**config.mk**
```make
export PLATFORM = sky130hd
export DESIGN_NAME = unidade_controle_jogo_seq_flat
export DESIGN_NICKNAME = d
export VERILOG_FILES = /design/src/rtl/unidade_controle_jogo_seq_if.sv /design/src/rtl/unidade_controle_jogo_seq.sv /design/src/flat_wrapper.sv
export SDC_FILE = /design/constraint.sdc
export NUM_CORES = 1
export LEC_CHECK = 0
export ABC_AREA = 1
export BUFFER_PORTS_ARGS = -buffer_cell sky130_fd_sc_hd__buf_2
export CAP_MARGIN = 20
export CORE_MARGIN = 3
export CORE_UTILIZATION = 59
export DETAILED_ROUTE_END_ITERATION = 7
export HOLD_SLACK_MARGIN = 0.06
export PLACE_DENSITY = 0.8
export SYNTH_ARGS = -nofsm -noshare
export SYNTH_HDL_FRONTEND = slang
export SYNTH_SLANG_ARGS = --single-unit
```
**constraint.sdc**
```tcl
create_clock -name clock -period 2.5 [get_ports clock]
set_clock_uncertainty 0.05 [all_clocks]
set_input_delay 0.125 -clock clock [delete_from_list [all_inputs] [get_ports clock]]
set_output_delay 0.125 -clock clock [all_outputs]
set_load 0.005 [all_outputs]
```
**src/rtl/unidade_controle_jogo_seq_if.sv**
```systemverilog
// Control/status bundle between the memory-game control unit and its datapath/pins.
// slave = control unit side, master = datapath/top-level side.
interface unidade_controle_jogo_seq_if;
    logic       jogar;
    logic       jogada;
    logic       igual;
    logic       fim_jogada;
    logic       fim_rodada;
    logic       zera_rodada;
    logic       conta_rodada;
    logic       zera_jogada;
    logic       conta_jogada;
    logic       registra;
    logic       zera_reg;
    logic       pronto;
    logic       ganhou;
    logic       perdeu;
    logic       db_timeout;
    logic [3:0] db_estado;

    modport master (
        output jogar, jogada, igual, fim_jogada, fim_rodada,
        input  zera_rodada, conta_rodada, zera_jogada, conta_jogada, registra, zera_reg,
        input  pronto, ganhou, perdeu, db_timeout, db_estado
    );

    modport slave (
        input  jogar, jogada, igual, fim_jogada, fim_rodada,
        output zera_rodada, conta_rodada, zera_jogada, conta_jogada, registra, zera_reg,
        output pronto, ganhou, perdeu, db_timeout, db_estado
    );
endinterface

```
**src/rtl/unidade_controle_jogo_seq.sv**
```systemverilog
// Moore control unit for the memory game: sequences rounds/plays, owns the play
// timeout timer and flags win, wrong-play loss or timeout loss.
module unidade_controle_jogo_seq #(
    parameter int unsigned TIMEOUT_CYCLES = 5000,
    parameter int unsigned TW             = 13
) (
    input logic                        clock,
    input logic                        reset,
    unidade_controle_jogo_seq_if.slave ctl
);

    typedef enum logic [3:0] {
        INICIAL       = 4'h0,
        PREPARA       = 4'h1,
        INICIA_RODADA = 4'h2,
        ESPERA        = 4'h3,
        REGISTRA      = 4'h4,
        COMPARA       = 4'h5,
        PROX_JOGADA   = 4'h6,
        PROX_RODADA   = 4'h7,
        FIM_GANHOU    = 4'hA,
        FIM_ERROU     = 4'hE,
        FIM_TIMEOUT   = 4'hF
    } t_estado;

    localparam logic [TW-1:0] LP_TMAX = TW'(TIMEOUT_CYCLES - 1);

    t_estado       r_estado;
    t_estado       w_prox;
    logic [TW-1:0] r_timer;
    logic          w_expirou;

    assign w_expirou = (r_timer == LP_TMAX);

    always_ff @(posedge clock or negedge reset) begin
        if (!reset) begin
            r_estado <= INICIAL;
        end else begin
            r_estado <= w_prox;
        end
    end

    // Held at zero outside ESPERA, so every entry to ESPERA starts from zero.
    always_ff @(posedge clock or negedge reset) begin
        if (!reset) begin
            r_timer <= '0;
        end else if (r_estado == ESPERA) begin
            if (r_timer != '1) begin
                r_timer <= r_timer + TW'(1);
            end
        end else begin
            r_timer <= '0;
        end
    end

    always_comb begin
        w_prox           = r_estado;
        ctl.zera_rodada  = 1'b0;
        ctl.conta_rodada = 1'b0;
        ctl.zera_jogada  = 1'b0;
        ctl.conta_jogada = 1'b0;
        ctl.registra     = 1'b0;
        ctl.zera_reg     = 1'b0;
        ctl.pronto       = 1'b0;
        ctl.ganhou       = 1'b0;
        ctl.perdeu       = 1'b0;
        ctl.db_timeout   = 1'b0;

        case (r_estado)
            INICIAL: begin
                if (ctl.jogar) w_prox = PREPARA;
            end
            PREPARA: begin
                ctl.zera_rodada = 1'b1;
                ctl.zera_jogada = 1'b1;
                ctl.zera_reg    = 1'b1;
                w_prox          = INICIA_RODADA;
            end
            INICIA_RODADA: begin
                ctl.zera_jogada = 1'b1;
                w_prox          = ESPERA;
            end
            ESPERA: begin
                // A press in the expiry cycle still counts as a play.
                if (ctl.jogada)     w_prox = REGISTRA;
                else if (w_expirou) w_prox = FIM_TIMEOUT;
            end
            REGISTRA: begin
                ctl.registra = 1'b1;
                w_prox       = COMPARA;
            end
            COMPARA: begin
                if (!ctl.igual)           w_prox = FIM_ERROU;
                else if (!ctl.fim_jogada) w_prox = PROX_JOGADA;
                else if (!ctl.fim_rodada) w_prox = PROX_RODADA;
                else                      w_prox = FIM_GANHOU;
            end
            PROX_JOGADA: begin
                ctl.conta_jogada = 1'b1;
                w_prox           = ESPERA;
            end
            PROX_RODADA: begin
                ctl.conta_rodada = 1'b1;
                w_prox           = INICIA_RODADA;
            end
            FIM_GANHOU: begin
                ctl.pronto = 1'b1;
                ctl.ganhou = 1'b1;
                if (ctl.jogar) w_prox = PREPARA;
            end
            FIM_ERROU: begin
                ctl.pronto = 1'b1;
                ctl.perdeu = 1'b1;
                if (ctl.jogar) w_prox = PREPARA;
            end
            FIM_TIMEOUT: begin
                ctl.pronto     = 1'b1;
                ctl.perdeu     = 1'b1;
                ctl.db_timeout = 1'b1;
                if (ctl.jogar) w_prox = PREPARA;
            end
            default: begin
                w_prox = INICIAL;
            end
        endcase
    end

    assign ctl.db_estado = r_estado;

endmodule
```
**src/flat_wrapper.sv**
```systemverilog
// flat-port wrapper written by rule: the top's interface ports become plain ports
module unidade_controle_jogo_seq_flat 
#(
    parameter int unsigned TIMEOUT_CYCLES = 5000,
    parameter int unsigned TW             = 13
)
  (clock, reset, ctl_jogar, ctl_jogada, ctl_igual, ctl_fim_jogada, ctl_fim_rodada, ctl_zera_rodada, ctl_conta_rodada, ctl_zera_jogada, ctl_conta_jogada, ctl_registra, ctl_zera_reg, ctl_pronto, ctl_ganhou, ctl_perdeu, ctl_db_timeout, ctl_db_estado);
  unidade_controle_jogo_seq_if ctl_i ();
  input logic clock;
  input logic reset;
  input wire logic [$bits(ctl_i.jogar)-1:0] ctl_jogar;
  input wire logic [$bits(ctl_i.jogada)-1:0] ctl_jogada;
  input wire logic [$bits(ctl_i.igual)-1:0] ctl_igual;
  input wire logic [$bits(ctl_i.fim_jogada)-1:0] ctl_fim_jogada;
  input wire logic [$bits(ctl_i.fim_rodada)-1:0] ctl_fim_rodada;
  output wire logic [$bits(ctl_i.zera_rodada)-1:0] ctl_zera_rodada;
  output wire logic [$bits(ctl_i.conta_rodada)-1:0] ctl_conta_rodada;
  output wire logic [$bits(ctl_i.zera_jogada)-1:0] ctl_zera_jogada;
  output wire logic [$bits(ctl_i.conta_jogada)-1:0] ctl_conta_jogada;
  output wire logic [$bits(ctl_i.registra)-1:0] ctl_registra;
  output wire logic [$bits(ctl_i.zera_reg)-1:0] ctl_zera_reg;
  output wire logic [$bits(ctl_i.pronto)-1:0] ctl_pronto;
  output wire logic [$bits(ctl_i.ganhou)-1:0] ctl_ganhou;
  output wire logic [$bits(ctl_i.perdeu)-1:0] ctl_perdeu;
  output wire logic [$bits(ctl_i.db_timeout)-1:0] ctl_db_timeout;
  output wire logic [$bits(ctl_i.db_estado)-1:0] ctl_db_estado;
  assign ctl_i.jogar = ctl_jogar;
  assign ctl_i.jogada = ctl_jogada;
  assign ctl_i.igual = ctl_igual;
  assign ctl_i.fim_jogada = ctl_fim_jogada;
  assign ctl_i.fim_rodada = ctl_fim_rodada;
  assign ctl_zera_rodada = ctl_i.zera_rodada;
  assign ctl_conta_rodada = ctl_i.conta_rodada;
  assign ctl_zera_jogada = ctl_i.zera_jogada;
  assign ctl_conta_jogada = ctl_i.conta_jogada;
  assign ctl_registra = ctl_i.registra;
  assign ctl_zera_reg = ctl_i.zera_reg;
  assign ctl_pronto = ctl_i.pronto;
  assign ctl_ganhou = ctl_i.ganhou;
  assign ctl_perdeu = ctl_i.perdeu;
  assign ctl_db_timeout = ctl_i.db_timeout;
  assign ctl_db_estado = ctl_i.db_estado;
  unidade_controle_jogo_seq #(.TIMEOUT_CYCLES(TIMEOUT_CYCLES), .TW(TW)) u_core (.clock(clock), .reset(reset), .ctl(ctl_i));
endmodule
```
# --- Word-level counts from Yosys, hierarchy flattened ---
# Index checks and enable logic that the tools add are counted.
# W data, S select, Z words.
word_totals:
  ff_bits: 17
  inputBits: 7
  word_cells: 44
op_classes:
  eq_ne: 15
  n_mux: 18
  reduce_logical: 8
  addsub: 1
op_table:
  columns: ["op", "n"]
  rows:
  - ["$mux W13", 2]
  - ["$mux W4", 6]
  - ["$pmux W4 S6", 1]
  - ["$eq A4 B3 Y1 const B", 4]
  - ["$add A13 B1 Y13 const B", 1]
  - ["$eq A13 B13 Y1 const B", 1]
  - ["$ne A13 B13 Y1 const B", 1]
  - ["$eq A4 B4 Y1 const B", 3]
  - ["$mux W1", 9]
  - ["$eq A4 B2 Y1 const B", 2]
  - ["$reduce_or A2 Y1", 4]
  - ["$eq A4 B1 Y1 const B", 1]
  - ["$logic_not A4 Y1", 1]
  - ["$reduce_or A4 Y1", 1]
  - ["$ne A3 B2 Y1 const B", 1]
  - ["$reduce_or A3 Y1", 1]
  - ["$ne A2 B1 Y1 const B", 1]
  - ["$ne A2 B2 Y1 const B", 1]
  - ["$reduce_and A2 Y1", 1]

# --- Logic depth before layout (Yosys ltp) ---
logic_depth:
  word_depth: 4
  ltp_mapped: 9
  depth_no_buf: 9

# --- Worst setup path before layout ---
# OpenSTA, ideal clock, no wires.
synth_path:
  kind: "reg-to-reg"
  startpoint: "reg u_core.r_timer[0]"
  endpoint: "reg u_core.r_timer[8]"
  stages_incl_launch_ff: 9
  path_buffers: 0
  period_less_slack_ps: 1478
  setup_time_ps: 117
  arrival_time_ps: 1310
  slack_ps: 1022
  cell_sequence: "dfrtp_1 -> ha_1 -> nand2_1 -> clkinv_2 -> nand2_4 -> nor2_4 -> or2_2 -> nand3_1 -> nand2_1"
synth_between:
  elab_chain_cells: 3
  word_cells_on_any_way: 5
  classes_between: "add/sub: 1; eq/ne: 2; mux: 2"
synth_rtl:
  columns: ["element", "line_no", "text"]
  rows:
  - ["from (decl)", "unidade_controle_jogo_seq.sv:30", "logic [TW-1:0] r_timer;"]
  - ["from (signal assigned)", "unidade_controle_jogo_seq.sv:49", "r_timer <= r_timer + TW'(1);"]
  - ["$add A13 B1 Y13", "unidade_controle_jogo_seq.sv:49", null]
  - ["$mux W13", "unidade_controle_jogo_seq.sv:48", "if (r_timer != '1) begin"]
  - ["$mux W13", "unidade_controle_jogo_seq.sv:47", "end else if (r_estado == ESPERA) begin"]
# Parallel ways exist; a longest one is shown, timed or not. The select of a mux whose other input is x is not followed.
# A chain may end at the register's enable or synchronous reset.

# --- Worst setup path after layout ---
layout_path:
  startpoint: "reg u_core.r_timer[0]"
  endpoint: "reg u_core.r_timer[0]"
# Same word-level chain as after synthesis.

==> impl_metrics.toml <==
[status]
status = "finished clean"

[floorplan]
coreArea_mm2 = 0.00182
dieHeight_um = 51.2
top_level_ports = 21
die-area_mm2 = 0.00262
initial_core_util_pct = 66.1
row_count = 15
die_w_um = 51.2

[yosys]
syn_nets = 180
ys_seq_elements = 17
avgSynthCellArea_um2 = 7.00
synth-seq-area-share_pct = 35.3
synth_cell_type_count = 29
synthCells = 172
syn_area_mm2 = 0.00120
ys.warnings.count = 0

[drt]
initialDrtViolationCount = 54
drc = 0
viasPerCell = 5.38
ant_nets = 0
drt-wirelength-per-cell_um = 12.3
wl_um = 2690
drt_first_pass_iters = 4
via_count = 1179

[critical_path]
cp-end-kind = "register"
setup.worst_path.class = "reg -> reg"
r2r-start = "u_core.r_timer[0]"
ff2ff_path_depth = 7
critical_path_required_ps = 2650
path_max_fanout = 11
cp_data_arrival_time_ps = 2010
r2r_end = "u_core.r_timer[0]"
worstSetupStartpointType = "register"
r2r_slack_ps = 640

[finish]
final_common_cell = "nand2_1"
syn_to_final_growth_pct = 11.5
regArea_um2 = 425
layout_common_cells = "nand2_1 (49), inv_1 (22), nand3_1 (21)"
final-instance-count-excl-fill = 219
multiInputGateArea_um2 = 642
n_antenna_cell = 0
fillerInstances = 156
fin_nets = 203
final_core_util_pct = 73.7
drive_above_1_share_pct = 24.2

[global_routing]
antenna_found_initial = 0
grt_usage_pct = 24.6
grt_pass1_vias = 1037
grt_pass1_wl_um = 4810
grt_max_degree = 18
grt_overflow = 0

[run]
maxCapViolCount = 0

[clocking]
cts_tree = "yes"
clk_path_buf_depth = 2
cts.repair.resized = 0
cts_buffers = 3
htreeDepth = 1
cts_root_buffer = "clkbuf_4"
clk_pin_slew_ps = 100
clk_latency_ps = 290
cts_setup_buffers = 0
cts_sinks = 17

[sta]
worstMarginPinSlew_ps = 373
period_needed_ps = 1860
hold_violations = 0
max_freq_mhz = 538
rsz0062_at_grt = "false"
max_slew_margin_pct = 75.1
maxSlewViolCount = 0
finalSetupViolCount = 0
final.period_utilization_pct = 74.4
timing.hold.ws_ps = 183
finalSetupTns_ps = 0

[placement]
dp.cells = 214
hpwl_um = 2120
place_congestion = 0.968
io_buffers = 20

[hold_path]
min_to = "u_core.ctl.db_estado[1]"
worstHoldStart = "ctl_jogada"
hp-class = "in -> reg"
min_path_cells = 6

[pwr]
ir_worst_vdd_v = 0.000830
p_per_area_mw_per_mm2 = 788
leakage_uw = 0.000788
[area by class of cell]
cell class | count | share of cell area, %
Clock buffer | 3 | 1.68
Timing Repair Buffer | 21 | 8.20
Clock inverter | 1 | 0.373
Sequential cell | 17 | 31.7
Tap cell | 25 | 2.33
Multi-Input combinational cell | 124 | 47.8
Inverter | 28 | 7.92
[layer usage]
layer  routed length [um]  track usage (%)
met1                 1290             38.8
met5                    0                0
met3                  207             5.25
met4                    9             3.14
met2                 1190             35.0
[Yosys cell counts (all sizes together)]
cell | count | area [um^2]
a21o | 1 | 7.51
a21oi | 4 | 20.0
a31oi | 1 | 6.26
buf | 3 | 30.0
clkinv | 1 | 5.00
dfrtp | 17 | 425
ha | 1 | 12.5
inv | 27 | 101
nand2 | 53 | 214
nand3 | 23 | 133
nand4 | 4 | 31.3
nor2 | 23 | 106
nor3 | 3 | 36.3
o21ai | 6 | 37.5
o31ai | 3 | 22.5
or2 | 1 | 6.26
xor2 | 1 | 8.76
[worst max path at each step]
stage | slack, ps | depth (start not counted) | to | start
5_1_grt | 500 | 7 | u_core.r_timer[0] | u_core.r_timer[0]
3_5_place_dp | 710 | 7 | u_core.r_timer[0] | u_core.r_timer[0]
2_1_floorplan | 1020 | 8 | u_core.r_timer[8] | u_core.r_timer[0]
4_1_cts | 680 | 7 | u_core.r_timer[0] | u_core.r_timer[0]
6_report | 640 | 7 | u_core.r_timer[0] | u_core.r_timer[0]
3_3_place_gp | 830 | 7 | u_core.r_timer[0] | u_core.r_timer[0]
[timing repair]
action,CTS,global route
endpoints found under the hold margin,17,0
setup endpoints to repair,0,0
hold buffers,1,0
[power breakdown]
part	switching [uW]	leakage, uW	internal (uW)	total (uW)
logic	319	0.000539	191	511
registers	87.3	0.000231	316	403
clock network	84.8	0.0000177	59.6	144
[metrics by stage]
| step | instance area [um^2] | worst slack (ps) | total power, uW |
|---|---|---|---|
| after CTS | 1340 | 680 | 1070 |
| after detailed placement | 1310 | 706 | 916 |
| after global routing | 1340 | 504 | 1150 |
| after floorplan | 1200 | 1020 | 769 |
| final | 1340 | 640 | 1060 |
| after global placement | 1310 | 835 | 898 |
[logic make-up after synthesis]
| family | synth area share, % |
|---|---|
| flip-flops | 35.3 |
| adder cells (fa/ha/maj) | 1.04 |
| AND/OR/NAND/NOR | 43.8 |
| AO/OA/AOI/OAI | 7.80 |
| XOR/XNOR | 0.728 |
| buffers and inverters | 11.3 |
[worst max-delay path, cell delays in order (launching register included)]
cell	delay, ps
dfrtp_1	450
ha_1	290
nand2_1	100
clkinv_2	70
nand2_4	60
nor2_4	160
nand4_2	290
o21ai_0	300
[flip-flops by register name (all words and copies together) (netlist names)]
register	count
u_core.r_timer	13
u_core.ctl.db_estado	4
No activity file was read; power rests on OpenSTA's default activity.
